`src/rtl/delay_trig_seq.sv`:
```
// Host-to-chip sequencer for an AD9500-class programmable delay line.
// Loads delay codes with setup/latch timing and issues held-off triggers.
module delay_trig_seq #(
    parameter int SETUP_CYC = 2,
    parameter int LE_CYC    = 2,
    parameter int TRIG_CYC  = 2,
    parameter int HOLD_CYC  = 8,
    parameter int CNT_W     = 16
) (
    input  logic             CLK,
    input  logic             RESET,
    input  logic             LOAD,
    input  logic [7:0]       DELAY_IN,
    output logic             LOAD_RDY,
    input  logic             TRIG_REQ,
    output logic [7:0]       D,
    output logic             LE,
    output logic             TRIG,
    output logic             BUSY,
    output logic [7:0]       CUR_DELAY,
    output logic [CNT_W-1:0] TRIG_CNT,
    output logic [CNT_W-1:0] DROP_CNT
);

    localparam int M1   = (SETUP_CYC > LE_CYC) ? SETUP_CYC : LE_CYC;
    localparam int M2   = (TRIG_CYC > HOLD_CYC) ? TRIG_CYC : HOLD_CYC;
    localparam int MAXC = (M1 > M2) ? M1 : M2;
    localparam int TW   = (MAXC > 1) ? $clog2(MAXC) : 1;

    localparam logic [TW-1:0] S_LD = TW'(SETUP_CYC - 1);
    localparam logic [TW-1:0] L_LD = TW'(LE_CYC - 1);
    localparam logic [TW-1:0] T_LD = TW'(TRIG_CYC - 1);
    localparam logic [TW-1:0] H_LD = TW'(HOLD_CYC - 1);

    typedef enum logic [2:0] {
        IDLE,
        SETUP,
        LATCH,
        FIRE,
        HOLD
    } state_t;

    state_t            state;
    state_t            state_n;
    logic [TW-1:0]     cnt;
    logic [TW-1:0]     cnt_n;
    logic [7:0]        d_n;
    logic [7:0]        cur_n;
    logic              le_n;
    logic              trig_n;
    logic              rdy_n;
    logic [CNT_W-1:0]  tcnt_n;
    logic [CNT_W-1:0]  drop_n;
    logic              done;

    assign done = (cnt == '0);

    always_comb begin
        state_n = state;
        cnt_n   = cnt;
        d_n     = D;
        cur_n   = CUR_DELAY;
        le_n    = LE;
        trig_n  = TRIG;
        tcnt_n  = TRIG_CNT;
        drop_n  = DROP_CNT;

        // Requests arriving while busy are counted, never queued.
        if (TRIG_REQ && state != IDLE && DROP_CNT != '1) begin
            drop_n = DROP_CNT + CNT_W'(1);
        end

        unique case (state)
            IDLE: begin
                cnt_n = '0;
                if (TRIG_REQ) begin
                    state_n = FIRE;
                    cnt_n   = T_LD;
                    trig_n  = 1'b1;
                    tcnt_n  = TRIG_CNT + CNT_W'(1);
                end else if (LOAD) begin
                    state_n = SETUP;
                    cnt_n   = S_LD;
                    d_n     = DELAY_IN;
                end
            end
            SETUP: begin
                if (done) begin
                    state_n = LATCH;
                    cnt_n   = L_LD;
                    le_n    = 1'b1;
                end else begin
                    cnt_n = cnt - TW'(1);
                end
            end
            LATCH: begin
                if (done) begin
                    state_n = IDLE;
                    le_n    = 1'b0;
                    cur_n   = D;
                end else begin
                    cnt_n = cnt - TW'(1);
                end
            end
            FIRE: begin
                if (done) begin
                    state_n = HOLD;
                    cnt_n   = H_LD;
                    trig_n  = 1'b0;
                end else begin
                    cnt_n = cnt - TW'(1);
                end
            end
            HOLD: begin
                if (done) begin
                    state_n = IDLE;
                end else begin
                    cnt_n = cnt - TW'(1);
                end
            end
            default: begin
                state_n = IDLE;
                cnt_n   = '0;
                le_n    = 1'b0;
                trig_n  = 1'b0;
            end
        endcase

        rdy_n = (state_n == IDLE);
    end

    always_ff @(posedge CLK or posedge RESET) begin
        if (RESET) begin
            state     <= IDLE;
            cnt       <= '0;
            D         <= '0;
            LE        <= 1'b0;
            TRIG      <= 1'b0;
            CUR_DELAY <= '0;
            TRIG_CNT  <= '0;
            DROP_CNT  <= '0;
            LOAD_RDY  <= 1'b1;
            BUSY      <= 1'b0;
        end else begin
            state     <= state_n;
            cnt       <= cnt_n;
            D         <= d_n;
            LE        <= le_n;
            TRIG      <= trig_n;
            CUR_DELAY <= cur_n;
            TRIG_CNT  <= tcnt_n;
            DROP_CNT  <= drop_n;
            LOAD_RDY  <= rdy_n;
            BUSY      <= ~rdy_n;
        end
    end

`ifndef SYNTHESIS
    always_ff @(posedge CLK) begin
        if (!RESET) begin
            assert (!(LE && TRIG));
        end
    end
`endif

endmodule
```
`config.mk`:
```
export PLATFORM = sky130hd
export DESIGN_NAME = delay_trig_seq
export DESIGN_NICKNAME = d
export VERILOG_FILES = /design/src/rtl/delay_trig_seq.sv
export SDC_FILE = /design/constraint.sdc
export NUM_CORES = 1
export LEC_CHECK = 0
export CORE_MARGIN = 2
export CORE_UTILIZATION = 40
export CTS_CLUSTER_DIAMETER = 40
export DETAILED_ROUTE_END_ITERATION = 10
export GPL_TIMING_DRIVEN = 1
export PLACE_DENSITY = 0.7
export SYNTH_ARGS = -nofsm -noshare
export SYNTH_HDL_FRONTEND = slang
export SYNTH_SLANG_ARGS = --single-unit
export TNS_END_PERCENT = 50
```
`constraint.sdc`:
```
create_clock -name CLK -period 3.15 [get_ports CLK]
set_input_delay 0.4725 -clock CLK [delete_from_list [all_inputs] [get_ports CLK]]
set_output_delay 0.4725 -clock CLK [all_outputs]
set_load 0.02 [all_outputs]
```
==> flow_summary_export.csv <==
group,metric,value,unit
outcome,status,"completed",
routing,vias,1993,
finish,nNetsFinal,321,
routing,routedWlPerCell,14.33,um
sta,tightestPinTransition,0.7304,ns
routing,ant_nets,0,
placement,portBuffers,63,
clocking,path_clk_slew,0.06,ns
yosys,synth_nets,252,
grt,track_usage,16.48,%
routing,drt-total-wl,5545,um
yosys,seq_area_frac_synth,53.80,%
finish,final_util,56.11,%
grt,grt_max_degree,59,
grt,grt_pass1_vias,1942,
yosys,yosysUniqueCellTypes,41,
yosys,ys.flop_type,"dfrtp_1",
critical_path,cp-start-kind,"flip-flop",
routing,via_per_inst,5.150,
critical_path,critPathRequiredTime,3.36,ns
sta,finalHoldViolCount,0,
clocking,htreeDepth,3,
finish,drive_above_1_share,14.84,%
die,fp.dieW,86.16,um
yosys,synthArstFlopShare,100.0,%
die,core_region_area,6422,um^2
die,die_y,86.16,um
die,die-area,7424,um^2
finish,area_growth,33.46,%
critical_path,cp-end-kind,"flip-flop",
critical_path,crit_chain,"nor3_2 -> nor4b_2 -> nand3_1 -> nor2_1 -> mux2_1",
yosys,syn_inst,236,
power,p_leak,1.543,nW
die,start_util,42.04,%
sta,maxSlewViolCount,0,
yosys,avgSynthCellArea,11.44,um^2
yosys,synth_edf_count,0,
power,power_density,922.0,nW/um^2
clocking,clkLatencyLatePin,0.33,ns
finish,layout_common_cells,"63 x clkdlybuf4s50_1, 57 x dfrtp_1, 18 x nand2_1, 18 x xnor2_1, 18 x mux2_2",
die,row_count,29,
sta,tns,0,ns
clocking,cts_sinks,58,
clocking,numCtsBuffers,9,
critical_path,slowest_stage,"dfrtp_1",
finish,num_antenna_cells,0,
routing,drt_pass1_iterations,4,
sta,setup_viol,0,
yosys,syn-cell-area,2700,um^2
power,peakVddDrop,0.0005182,V
placement,dpl.hpwl,3939,um
sta,post-route-period-util,66.04,%
routing,remaining_drc_errors,0,
clocking,cts_setup_buffers,0,
grt,grt-ovfl-total,0,
critical_path,worstPathMaxFanout,17,
hold_path,hp-class,"flip-flop to flip-flop",
sta,rsz0062_at_grt,"false",
power,design_power_total,3.323,mW
critical_path,cpPeakStageDelay,0.73,ns
sta,fmax,480.7,MHz
finish,final_common_cell,"clkdlybuf4s50_1",
placement,gp_congestion,0.7824,
sta,slew_headroom,51.30,%
clocking,root_buffer,"clkbuf_8",
grt,antenna_found_initial,0,
flow_run,max_cap_violations,0,
clocking,holdBufCountCts,0,
routing,drt_iter0_drc,99,
clocking,cts.path.max_buffers,2,
critical_path,cp.arrival,2.29,ns
die,ios,64,
grt,grt_first_pass_wirelength,9522,um
yosys,synth-seq-cells,58,
clocking,ctsResizeCount,0,
critical_path,criticalPathCategory,"flip-flop to flip-flop",
sta,timing.clock.skew,0.01050,ns
clocking,cts_tree,"built",
yosys,ys_warn_count,0,
sta,min_period,2.080,ns
sta,holdWs,0.4735,ns
metal layers:
| layer | global-route usage [%] | wire [um] |
|---|---|---|
| met1 | 22.07 | 2527 |
| met2 | 25.30 | 2726 |
| met3 | 3.465 | 205 |
| met4 | 8.225 | 86 |
| met5 | 0 | 0 |
where the power goes:
part	internal [mW]	switching, mW
registers	0.993	0.283
logic	0.684	0.680
clock network	0.408	0.275
final cells by class:
type | count | area [um^2]
Clock inverter | 2 | 35.03
Sequential cell | 58 | 1453
Inverter | 9 | 33.78
Fill cell | 562 | 2819
Clock buffer | 14 | 162.7
Tap cell | 77 | 96.34
Timing Repair Buffer | 65 | 645.6
Multi-Input combinational cell | 162 | 1177
cells by family (layout without fill, tap and decap cells):
kind of cell | count (synthesis) | after routing | synth area share [%]
and+or+nand+nor | 85 | 85 | 18.68
DFF | 58 | 58 | 53.80
xor gates and xnor gates | 29 | 29 | 9.407
AOI/OAI and AO/OA | 24 | 24 | 5.329
muxes | 20 | 20 | 8.341
buffers and inverters | 16 | 90 | 2.595
adders and majority gates | 4 | 4 | 1.854
cell usage after synthesis (3+ instances only):
master / number / area, um^2
xnor2_1: 18 / 157.7
nand2_1: 18 / 67.56
nor2b_1: 3 / 18.77
nor2_1: 17 / 63.81
nand3_1: 11 / 55.05
ha_1: 4 / 50.05
inv_1: 9 / 33.78
nor3_1: 5 / 25.02
dfrtp_1: 57 / 1426
nand4_1: 6 / 37.54
xor2_1: 11 / 96.34
o21ai_0: 5 / 25.02
nand2b_1: 3 / 18.77
clkbuf_1: 4 / 15.01
a21oi_1: 12 / 60.06
and3_1: 6 / 37.54
mux2_2: 18 / 202.7
metrics by stage:
stage	cells	cell area, um^2	setup slack, ns
3_5_place_dp	371	3406	0.8557
2_1_floorplan	236	2700	1.251
4_1_cts	387	3603	1.091
6_report	387	3603	1.070
3_3_place_gp	371	3406	0.9118
5_1_grt	387	3603	0.8604
flip-flops by register name, summed over array words and instances, names as in the netlist, 3 cells and up:
| signal | cells |
|---|---|
| DROP_CNT | 16 |
| state | 3 |
| D | 8 |
| CUR_DELAY | 8 |
| cnt | 3 |
| TRIG_CNT | 16 |
worst max-delay path, delay by kind of cell, from the launching register on:
family	cells	cell delay (ns)
multiplexers	1	0.33
AND/OR/NAND/NOR	4	0.91
flip-flops	1	0.73
worst paths after layout:
| check | slack [ns] | depth (start not counted) | endpoint | start |
|---|---|---|---|---|
| worst min register to register | 0.47 | 1 | TRIG_CNT[15] | TRIG_CNT[15] |
| min in group asynchronous | 0.67 | 3 | D[5] | RESET |
| max in group asynchronous | 1.99 | 3 | cnt[1] | RESET |
| worst min-delay path | 0.47 | 1 | TRIG_CNT[15] | TRIG_CNT[15] |
| worst max register to register | 1.07 | 5 | DROP_CNT[14] | state[0] |
| worst max-delay path | 1.07 | 5 | DROP_CNT[14] | state[0] |
No activity file was read; power rests on OpenSTA's default activity.
